File: src/rtl/gcm_out_collector_if.sv
// rtl/gcm_out_collector_if.sv - GCM output capture and egress stream signals
// master: collector view (captures gcm strobes, drives egress); slave: surrounding logic view.
interface gcm_out_collector_if #(
  parameter int BLK_BITS = 128
);
  logic [BLK_BITS-1:0] gcm_out_blk;
  logic                gcm_out_store_blk;
  logic                gcm_done;
  logic [BLK_BITS-1:0] out_blk;
  logic                out_last;
  logic                out_valid;
  logic                out_ready;

  modport master (
    input  gcm_out_blk, gcm_out_store_blk, gcm_done, out_ready,
    output out_blk, out_last, out_valid
  );

  modport slave (
    output gcm_out_blk, gcm_out_store_blk, gcm_done, out_ready,
    input  out_blk, out_last, out_valid
  );
endinterface

File: src/rtl/gcm_out_collector.sv
// rtl/gcm_out_collector.sv - buffers gcm output blocks and re-presents them as a valid/ready stream
// Optional tag comparison on the last entry is enabled by defining GCM_OUT_TAG_CMP_EN.
module gcm_out_collector #(
  parameter int BLK_BITS   = 128,
  parameter int FIFO_DEPTH = 8,
  parameter int AFULL_FREE = 2
) (
  input  logic                          clk,
  input  logic                          reset,
  gcm_out_collector_if.master           bus,
  output logic                          almost_full,
  output logic [$clog2(FIFO_DEPTH):0]   count,
  output logic                          overflow,
  output logic                          proto_err
`ifdef GCM_OUT_TAG_CMP_EN
  ,
  input  logic [BLK_BITS-1:0]           exp_tag,
  output logic                          tag_checked,
  output logic                          tag_match
`endif
);

  localparam int AW = $clog2(FIFO_DEPTH);
  localparam int CW = AW + 1;

  typedef enum logic {IDLE, STREAM} state_t;

  state_t                state_q;
  state_t                state_d;
  logic [BLK_BITS-1:0]   mem_blk [FIFO_DEPTH];
  logic [FIFO_DEPTH-1:0] mem_last;
  logic [AW-1:0]         rd_ptr;
  logic [AW-1:0]         wr_ptr;
  logic                  full;
  logic                  push;
  logic                  pop;

  always_comb begin
    full = (count == CW'(FIFO_DEPTH));
    pop  = bus.out_valid && bus.out_ready;
    // A full FIFO still accepts a strobe when the head leaves in the same cycle.
    push = bus.gcm_out_store_blk && (!full || pop);
  end

  assign almost_full = ((CW'(FIFO_DEPTH) - count) <= CW'(AFULL_FREE));

  // Storage carries no reset; the head is masked to zero while nothing is queued.
  always_ff @(posedge clk) begin
    if (push) begin
      mem_blk[wr_ptr]  <= bus.gcm_out_blk;
      mem_last[wr_ptr] <= bus.gcm_done;
    end
  end

  always_ff @(posedge clk) begin
    if (reset) begin
      rd_ptr    <= '0;
      wr_ptr    <= '0;
      count     <= '0;
      overflow  <= 1'b0;
      proto_err <= 1'b0;
    end else begin
      if (push) wr_ptr <= wr_ptr + 1'b1;
      if (pop)  rd_ptr <= rd_ptr + 1'b1;
      case ({push, pop})
        2'b10:   count <= count + 1'b1;
        2'b01:   count <= count - 1'b1;
        default: count <= count;
      endcase
      if (bus.gcm_out_store_blk && full && !pop) overflow <= 1'b1;
      if (bus.gcm_done && !bus.gcm_out_store_blk) proto_err <= 1'b1;
    end
  end

  always_ff @(posedge clk) begin
    if (reset) state_q <= IDLE;
    else       state_q <= state_d;
  end

  always_comb begin
    state_d = state_q;
    case (state_q)
      IDLE:    if (push) state_d = STREAM;
      STREAM:  if (pop && !push && count == CW'(1)) state_d = IDLE;
      default: state_d = IDLE;
    endcase
  end

  always_comb begin
    bus.out_valid = (state_q == STREAM);
    bus.out_blk   = '0;
    bus.out_last  = 1'b0;
    if (state_q == STREAM) begin
      bus.out_blk  = mem_blk[rd_ptr];
      bus.out_last = mem_last[rd_ptr];
    end
  end

`ifdef GCM_OUT_TAG_CMP_EN
  always_ff @(posedge clk) begin
    if (reset) begin
      tag_checked <= 1'b0;
      tag_match   <= 1'b0;
    end else begin
      tag_checked <= pop && bus.out_last;
      if (pop && bus.out_last) tag_match <= (bus.out_blk == exp_tag);
    end
  end
`endif

endmodule
File: src/flat_wrapper.sv
// flat-port wrapper written by rule: the top's interface ports become plain ports
module gcm_out_collector_flat 
#(
  parameter int BLK_BITS   = 128,
  parameter int FIFO_DEPTH = 8,
  parameter int AFULL_FREE = 2
)
  (clk, reset, almost_full, count, overflow, proto_err, bus_gcm_out_blk, bus_gcm_out_store_blk, bus_gcm_done, bus_out_ready, bus_out_blk, bus_out_last, bus_out_valid);
  gcm_out_collector_if #(.BLK_BITS(BLK_BITS)) bus_i ();
  input  logic clk;
  input  logic reset;
  output logic almost_full;
  output logic [$clog2(FIFO_DEPTH):0] count;
  output logic overflow;
  output logic proto_err;
  input wire logic [$bits(bus_i.gcm_out_blk)-1:0] bus_gcm_out_blk;
  input wire logic [$bits(bus_i.gcm_out_store_blk)-1:0] bus_gcm_out_store_blk;
  input wire logic [$bits(bus_i.gcm_done)-1:0] bus_gcm_done;
  input wire logic [$bits(bus_i.out_ready)-1:0] bus_out_ready;
  output wire logic [$bits(bus_i.out_blk)-1:0] bus_out_blk;
  output wire logic [$bits(bus_i.out_last)-1:0] bus_out_last;
  output wire logic [$bits(bus_i.out_valid)-1:0] bus_out_valid;
  assign bus_i.gcm_out_blk = bus_gcm_out_blk;
  assign bus_i.gcm_out_store_blk = bus_gcm_out_store_blk;
  assign bus_i.gcm_done = bus_gcm_done;
  assign bus_i.out_ready = bus_out_ready;
  assign bus_out_blk = bus_i.out_blk;
  assign bus_out_last = bus_i.out_last;
  assign bus_out_valid = bus_i.out_valid;
  gcm_out_collector #(.BLK_BITS(BLK_BITS), .FIFO_DEPTH(FIFO_DEPTH), .AFULL_FREE(AFULL_FREE)) u_core (.clk(clk), .reset(reset), .bus(bus_i), .almost_full(almost_full), .count(count), .overflow(overflow), .proto_err(proto_err));
endmodule
File: config.mk
export PLATFORM = sky130hd
export DESIGN_NAME = gcm_out_collector_flat
export DESIGN_NICKNAME = d
export VERILOG_FILES = /design/src/rtl/gcm_out_collector_if.sv /design/src/rtl/gcm_out_collector.sv /design/src/flat_wrapper.sv
export SDC_FILE = /design/constraint.sdc
export NUM_CORES = 1
export LEC_CHECK = 0
export ABC_AREA = 1
export CAP_MARGIN = 10
export CORE_MARGIN = 5
export CORE_UTILIZATION = 35
export DETAILED_ROUTE_END_ITERATION = 16
export GPL_ROUTABILITY_DRIVEN = 0
export SLEW_MARGIN = 15
export SYNTH_ARGS = -nofsm -noshare
export SYNTH_HDL_FRONTEND = slang
export SYNTH_SLANG_ARGS = --single-unit
File: constraint.sdc
create_clock -name clk -period 11.9 [get_ports clk]
set_clock_uncertainty 0.2 [all_clocks]
set_input_delay 1.785 -clock clk [delete_from_list [all_inputs] [get_ports clk]]
set_output_delay 1.785 -clock clk [all_outputs]
set_load 0.02 [all_outputs]
-- Word-level counts from Yosys, hierarchy flattened
Memory sizes are Yosys's and may differ from the RTL's. A register that Yosys moved wholly into a read port is not among the register bits.
Index checks and enable logic that the tools add are counted.
- input port bits: 133
- bits in writable memories: 1024
- output and inout bits: 137
- word-level logic and storage cells: 50
- memories kept: 1
- flip-flop bits (word level): 21
- memories (memory ; depth ; width ; rd ports ; clocked after memory_dff ; write ports ; line ; RTL):
    u_core.mem_blk ; 8 ; 128 ; 1 ; 1 ; 1 ; gcm_out_collector.sv:30 ; logic [BLK_BITS-1:0] mem_blk [FIFO_DEPTH];
- mux-type cells: 14
- bitwise logic cells: 1
- reduce and logical (&&, ||, !) cells: 14
- equality and inequality tests: 4
- $add $sub $neg: 5
- order comparisons: 4
- operators by type and width (cell ; number):
    $mux W128 ; 1
    $bwmux W8 ; 1
    $logic_and A1 B1 Y1 ; 8
    $lt A3 B4 Y1 const B ; 2
    $pmux W4 S2 ; 1
    $add A3 B1 Y3 const B ; 2
    $mux W1 ; 6
    $mux W3 ; 2
    $add A4 B1 Y4 const B ; 1
    $eq A4 B1 Y1 const B ; 1
    $eq A4 B4 Y1 const B ; 1
    $le A4 B2 Y1 const B ; 1
    $logic_not A1 Y1 ; 4
    $sub A4 B1 Y4 const B ; 1
    $sub A4 B4 Y4 const A ; 1
    $bmux W1 S3 ; 1
    $demux W1 S3 ; 1
    $ge A3 B1 Y1 const B ; 1
    $eq A2 B1 Y1 const B ; 1
    $eq A2 B2 Y1 const B ; 1
    $pmux W1 S2 ; 1
    $reduce_bool A2 Y1 ; 1
    $logic_or A1 B1 Y1 ; 1
    $not A1 Y1 ; 1

-- Logic depth before layout (Yosys ltp)
Gate-level depths: netlist of run 1.
- depth after elaboration: 9
- depth in mapped cells: 11
- gate-level depth less buffers: 11

-- Least setup slack after synthesis of run 1
OpenSTA, ideal clock, no wires.
- kind: input-to-reg
- from: input port bus_out_ready
- to: memory u_core.mem_blk[0][0] (enable)
- data required time: 11.081 ns
- path buffers: 0
- stages on the path: 5
- data arrival time: 7.784 ns
- library setup time: 0.619 ns
- slack: 3.297 ns
- cell sequence: nand2_1 nand4_1 nand2_1 or2_2 nor2_1
- word-level cells in the longest chain between the ends: 5
- ends and longest elaborated chain (element ; line ; RTL):
    from (decl) ; flat_wrapper.sv:19 ; input wire logic [$bits(bus_i.out_ready)-1:0] bus_out_ready;
    $logic_and A1 B1 Y1 ; gcm_out_collector.sv:40 ; pop = bus.out_valid && bus.out_ready;
    $logic_or A1 B1 Y1 ; gcm_out_collector.sv:42 ; push = bus.gcm_out_store_blk && (!full || pop);
    $logic_and A1 B1 Y1 ; gcm_out_collector.sv:42 ;
    $mux W1 ; gcm_out_collector.sv:49 ; if (push) begin
    $mux W1 (implied by the code) ; gcm_out_collector.sv:50 ; mem_blk[wr_ptr] <= bus.gcm_out_blk;
    to (decl) ; gcm_out_collector.sv:30 ;
No other way between the ends.

==> results of run 1 <==
per-stage QoR:
step,setup slack [ns],power (mW),hold WS [ns],util
2_1_floorplan,3.297,4.678,0.2608,-
3_3_place_gp,5.919,4.965,0.3079,0.3850
3_5_place_dp,5.918,4.972,0.3086,0.3850
4_1_cts,5.199,8.303,0.3194,0.4137
5_1_grt,4.848,8.527,0.3517,0.4138
6_report,5.055,8.205,0.3231,0.4139
power by group through the flow:
| stage | clock network (mW) | registers (mW) | logic (mW) |
|---|---|---|---|
| finish | 3.32 | 4.19 | 0.695 |
| floorplan | 0 | 4.27 | 0.404 |
| global placement | 0 | 4.26 | 0.701 |
| global route | 3.56 | 4.20 | 0.772 |
| detailed placement | 0 | 4.27 | 0.706 |
| CTS | 3.40 | 4.19 | 0.709 |
worst paths after layout:
check	slack, ns	cells after the start	startpoint	to
max	5.05	9	flop	bus_out_blk[106]
min	0.32	2	u_core.proto_err	u_core.proto_err
max reg2reg	7.16	8	u_core.bus.out_valid	u_core.mem_blk[1][53]
min reg2reg	0.32	2	u_core.proto_err	u_core.proto_err
per-layer routing:
metal  global-route usage  vias up  wire length (um)
li1                     -    13270                 -
met1               0.2124    13440             47750
met2               0.2780      617             52830
met3              0.03436      155              5746
met4              0.03987       12              2236
met5                    0        -                89
synthesized netlist by cell type (all sizes together):
| master | instances | share of area |
|---|---|---|
| o21ai | 395 | 0.046 |
| inv | 151 | 0.013 |
| dfxtp | 16 | 0.0075 |
| a21oi | 12 | 0.0014 |
| nand3 | 134 | 0.016 |
| nand2 | 925 | 0.081 |
| ha | 7 | 0.0020 |
| xor2 | 3 | 0.00061 |
| buf | 94 | 0.016 |
| clkbuf | 118 | 0.010 |
| nor2 | 925 | 0.081 |
| edfxtp | 1032 | 0.72 |
| or2 | 1 | 0.00015 |
| nand4 | 3 | 0.00044 |
cell type report:
type | count | area (um^2) | area share
flip-flops and latches | 1048 | 31330 | 0.6218
clock inverters | 68 | 531.8 | 0.01056
repair buffers | 315 | 3063 | 0.06080
inverters | 151 | 589.3 | 0.01170
multi-input cells | 2405 | 9851 | 0.1955
clock buffers | 132 | 2963 | 0.05881
well taps | 1625 | 2033 | 0.04036
diodes | 9 | 22.52 | 0.0004470
flip-flops by register name (all words and copies together), names as in the netlist, named ones only:
register / flops
u_core.count: 4
u_core.wr_ptr: 3
u_core.mem_last: 8
u_core.mem_blk: 1024
u_core.bus.out_valid: 1
u_core.proto_err: 1
u_core.rd_ptr: 3
u_core.overflow: 1
cell families (layout without fill, tap and decap cells):
family                     Yosys count  after routing  share of synthesized area
and+or+nand+nor                   1988           1988                     0.1785
DFF                               1048           1048                     0.7315
AOI/OAI and AO/OA                  407            407                    0.04759
buffers and inverters              363            666                    0.03973
adders and majority gates            7              7                   0.002046
xor gates and xnor gates             3              3                  0.0006140
other                                0              9                          0
worst reg2reg max path: cells and delay by family (launching register included):
family	cells	cell delay, ns
buf+inv	3	1.56
flops	1	0.86
simple gates	5	1.66
==> metrics.md, run 1 <==
| Metric | Value |
|---|---|
| Status | `finished, final reports clean` |
| Syn Area/Cell | `11.22 um^2` |
| Worst path required time | `~9.9 ns` |
| Remaining antenna violation count | `0` |
| Worst Path Arrival | `4.86 ns` |
| Leakage | `17.92 nW` |
| CP max-delay cell | `buf_4` |
| Drt drc | `0` |
| Worst-path clk slew | `about 0.060 ns` |
| Most frequent cells in the layout | `edfxtp_1, nand2_1, nor2_1` |
| CP top delay family | `buffers and inverters` |
| Hold buffers post-CTS | `0` |
| DR iter-0 viols | `around 2200` |
| Routed WL | `108.6 mm` |
| CP Class | `flop to output pin` |
| Finished Layout Cells | `around 5800` |
| Endpoints failing setup | `0` |
| Number of CTS-inserted buffers | `roughly 110` |
| Area after DPL | `about 47000 um^2` |
| Critical path fanouts, max | `between 200 and 250` |
| Critical path buffers and inverters | `3` |
| CTS max path bufs | `3` |
| Switching power total | `1.887 mW` |
| Vias in the first global route | `26590` |
| Fillers | `between 10000 and 15000` |
| Core box area | `121700 um^2` |
| Share of cells above drive strength 1 | `0.05171` |
| Crit path cell chain | `buf_12 -> buf_4 -> nand2_1 -> nand2_1 -> nand2_1 -> nand3_1 -> nand2_1 -> nor2_1 -> clkdlybuf4s50_1` |
| Combinational power share | `0.085` |
| Part of the power in registers | `0.511` |
| Minimum clock period | `between 6 and 7 ns` |
| Initial Util | `0.3516` |
| Nets | `between 4000 and 5000` |
| Synth cell types | `21` |
| Largest net degree at the start of global routing | `about 220` |
| Power Internal | `around 6.3 mW` |
| Clock Tree Root | `clkbuf_16` |
| Initial antenna violation count | `16` |
| Register area share after synthesis | `0.7315` |
| Post-Layout Inst Area | `between 50000 and 60000 um^2` |
| Tightest Pin Transition | `1.389 ns` |
| DIE HEIGHT | `between 300 and 400 um` |
| CTS tree | `yes` |
| Clock power frac | `0.405` |
| Max Cap Viol | `0` |
| Max-slew violation count | `0` |
| Resized cells post-CTS | `0` |
| Period utilization | `0.5752` |
| Final Hold Viols | `0` |
| Full die area | `129400 um^2` |
| I/O pins | `270` |
| Port Buffer Count | `between 200 and 300` |
| Setup_tns | `0 ns` |
| Worst setup EP type | `output pin` |
| Gr ovfl total | `0` |
| F_max | `approximately 150 MHz` |
| CP max stage delay | `a little over 0.8 ns` |
| Global-route wire length before repair | `between 150 and 200 mm` |
| Hold Path Class | `flop to flop` |
| Via/cell ratio | `4.780` |
| Clk_lat worst skew | `0.69 ns` |
| RSZ-0062 raised after global routing | `false` |
| Pwr/cell area | `162.9 nW/um^2` |
| Synthesized area | `around 43000 um^2` |
| Post CTS Setup Buffer Count | `0` |
| Yosys warns | `0` |
| Die Wd | `~360 um` |
| Synth Instances | `roughly 3800` |
| DR vias | `roughly 28000` |
| #FFs+latches synth | `approximately 1000` |
| Syn nets | `between 3000 and 4000` |
| Maximum vdd ir drop | `about 0.14 mV` |
| Cell repeated most along the worst path | `nand2_1` |
| Clock Sinks | `about 1000` |
| Placed instance count | `approximately 5500` |
| Area grow syn2layout | `17.70%` |
| Startpoint type of the worst setup path | `flop` |
| Slew margin rel. | `0.07411` |
| DR WL/cell | `18.89 um` |
| Total GRT Usage | `0.1624` |
| CTS HTree Levels | `3` |
| Drt pass-1 iters | `7` |
| Num rows | `about 130` |
| Half-perimeter wire length after placement | `roughly 56 mm` |
| Most common library cell in the layout ignoring fill and taps | `edfxtp_1` |
| Net Sw Frac | `0.2300` |
(Power assumes the default switching activity.)
==> inputs of run 2 (changes only) <==
clock period = 7 ns   (was 11.9 ns; I/O delays follow)
==> metrics.md, run 2 (synthesis results as in run 1) <==
| Metric | Value |
|---|---|
| CTS HTree Levels | `3 (unchanged)` |
| I/O pins | `270 (unchanged)` |
| Total GRT Usage | `0.1612 (-0.001212)` |
| Period utilization | `0.7420` |
| Final Hold Viols | `0 (unchanged)` |
| Worst Path Arrival | `3.94 ns (-0.92 ns)` |
| Max reg flops | `1024 (unchanged)` |
| Resized cells post-CTS | `0 (unchanged)` |
| Minimum clock period | `around 5.2 ns` |
| Tightest Pin Transition | `1.190 ns (-0.1983 ns)` |
| Met3 Track Usage GR | `0.02946 (-0.004909)` |
| Tot Pwr | `13.83 mW (+69%)` |
| Most frequent cells in the layout | `edfxtp_1, nand2_1, nor2_1` |
| Core box area | `121700 um^2 (unchanged)` |
| Number of CTS-inserted buffers | `111 (unchanged)` |
| DR iter-0 viols | `2060 (-6.9%)` |
| CTS tree | `yes` |
| Leakage | `17.91 nW (about the same)` |
| Critical path fanouts, max | `166 (-25%)` |
| Hold buffers post-CTS | `0 (unchanged)` |
| Pwr/cell area | `274.0 nW/um^2 (+68%)` |
| Port Buffer Count | `269 (unchanged)` |
| Drt drc | `0 (unchanged)` |
| Final hold slack | `0.2739 ns (-0.04921 ns)` |
| CTS max path bufs | `3 (unchanged)` |
| Full die area | `129400 um^2 (unchanged)` |
| Clk_lat worst skew | `0.68 ns (about the same)` |
| RSZ-0062 raised after global routing | `false` |
| Hold Path Class | `flop to flop` |
| Die Wd | `359.7 um (unchanged)` |
| Clock Tree Root | `clkbuf_16` |
| Worst-path clk slew | `0.06 ns (about the same)` |
| GRT Max-Usage Layer | `met2` |
| Startpoint type of the worst setup path | `flop` |
| Area after DPL | `47050 um^2 (+0.40%)` |
| Num rows | `128 (unchanged)` |
| Routed WL | `107.2 mm (-1.3%)` |
| CP Class | `flop to output pin` |
| Drt pass-1 iters | `8 (+1)` |
| Post CTS Setup Buffer Count | `0 (unchanged)` |
| DR vias | `27240 (-0.93%)` |
| CP top delay family | `buffers and inverters` |
| Met1 Resource Use GR | `0.2093 (-0.003042)` |
| Cell repeated most along the worst path | `nand2_1` |
| F_max | `about 190 MHz` |
| Initial antenna violation count | `8 (-8)` |
| GR met2 Demand/Resource | `0.2803 (+0.002254)` |
| Crit path cell chain | `clkinv_8 -> buf_4 -> nand2_1 -> nand2_1 -> nand2_1 -> nand3_1 -> nand2_1 -> nor2_1 -> clkdlybuf4s50_1` |
| Global-route wire length before repair | `162.7 mm (-0.60%)` |
| DIE HEIGHT | `359.7 um (unchanged)` |
| Most common library cell in the layout ignoring fill and taps | `edfxtp_1` |
| Biggest regs | `u_core.mem_blk x1024, u_core.mem_last x8, u_core.count x4` |
| Gr ovfl total | `0 (unchanged)` |
| Initial Util | `0.3516 (unchanged)` |
| Nets | `4167 (-0.12%)` |
| Slew margin rel. | `0.2063 (+0.1322)` |
| CP max stage delay | `0.77 ns (-0.06 ns)` |
| Maximum vdd ir drop | `0.1746 mV (+27%)` |
| Worst setup EP type | `output pin` |
| Endpoints failing setup | `0 (unchanged)` |
| Clock Sinks | `1048 (unchanged)` |
| Share of cells above drive strength 1 | `0.04959 (-0.002125)` |
| Largest net degree at the start of global routing | `206 (-6.8%)` |
| Critical path buffers and inverters | `3 (unchanged)` |
| Worst path required time | `5.75 ns (-4.17 ns)` |
| Largest Register | `u_core.mem_blk` |
| Status | `finished, final reports clean` |
| Setup_tns | `0 ns (unchanged)` |
| Area grow syn2layout | `17.88%` |
| Max-slew violation count | `0 (unchanged)` |
| Vias in the first global route | `26610 (+0.071%)` |
| Half-perimeter wire length after placement | `52.88 mm (-5.3%)` |
| CP max-delay cell | `dfxtp_4` |
| Via/cell ratio | `4.742 (-0.79%)` |
| Remaining antenna violation count | `0 (unchanged)` |
| Max Cap Viol | `0 (unchanged)` |
| Post-Layout Inst Area | `50460 um^2 (+0.15%)` |
| DR WL/cell | `18.66 um (-1.2%)` |
==> run 2: report_power, final <==
group	switching, mW	total [mW]	internal [mW]	leakage (nW)
sequential	0.0493	7.12	7.07	9.51
clock	2.34	5.51	3.17	1.66
combinational	0.799	1.19	0.395	6.75
total	3.19	13.8	10.6	17.9
==> run 2: area by class of cell <==
| cell class | instances | area (um^2) |
|---|---|---|
| Fill cell | 11370 | 71260 |
| Timing Repair Buffer | 310 | 3251 |
| Clock buffer | 153 | 3050 |
| Clock inverter | 47 | 341.6 |
| Sequential cell | 1048 | 31330 |
| Tap cell | 1625 | 2033 |
| Multi-Input combinational cell | 2405 | 9851 |
| Inverter | 151 | 589.3 |
| Antenna cell | 6 | 15.01 |
==> run 2: worst register-to-register path, cell delays in order (launching register included) <==
cell and delay [ns]:
dfxtp_1 0.48, inv_1 0.15, ha_1 0.27, nand3_1 0.10
nor2_1 0.06, nor2_1 0.22, nand2_1 0.31, nor2_4 0.84
buf_12 0.39
==> run 2: metrics by stage <==
| step | setup WS [ns] | std cells | util |
|---|---|---|---|
| after detailed placement | 2.471 | 5539 | 0.3865 |
| after floorplan | -0.8677 | 3816 | - |
| after global placement | 2.465 | 5539 | 0.3865 |
| after global routing | 1.462 | 5740 | 0.4144 |
| final | 1.806 | 5745 | 0.4145 |
| after CTS | 1.661 | 5739 | 0.4144 |
==> run 2: metal layers <==
metal	vias to the layer above	routed length, um
met5	-	41
met4	6	2054
met3	150	5472
met2	594	52910
met1	13230	46730
li1	13270	-
==> run 2: worst paths after layout <==
| path | start | to | slack [ns] | depth (start not counted) |
|---|---|---|---|---|
| worst max-delay path | flop | bus_out_blk[109] | 1.81 | 9 |
| worst min-delay path | u_core.proto_err | u_core.proto_err | 0.27 | 2 |
| worst max register to register | u_core.count[0] | u_core.mem_blk[3][71] | 3.43 | 8 |
| worst min register to register | u_core.proto_err | u_core.proto_err | 0.27 | 2 |
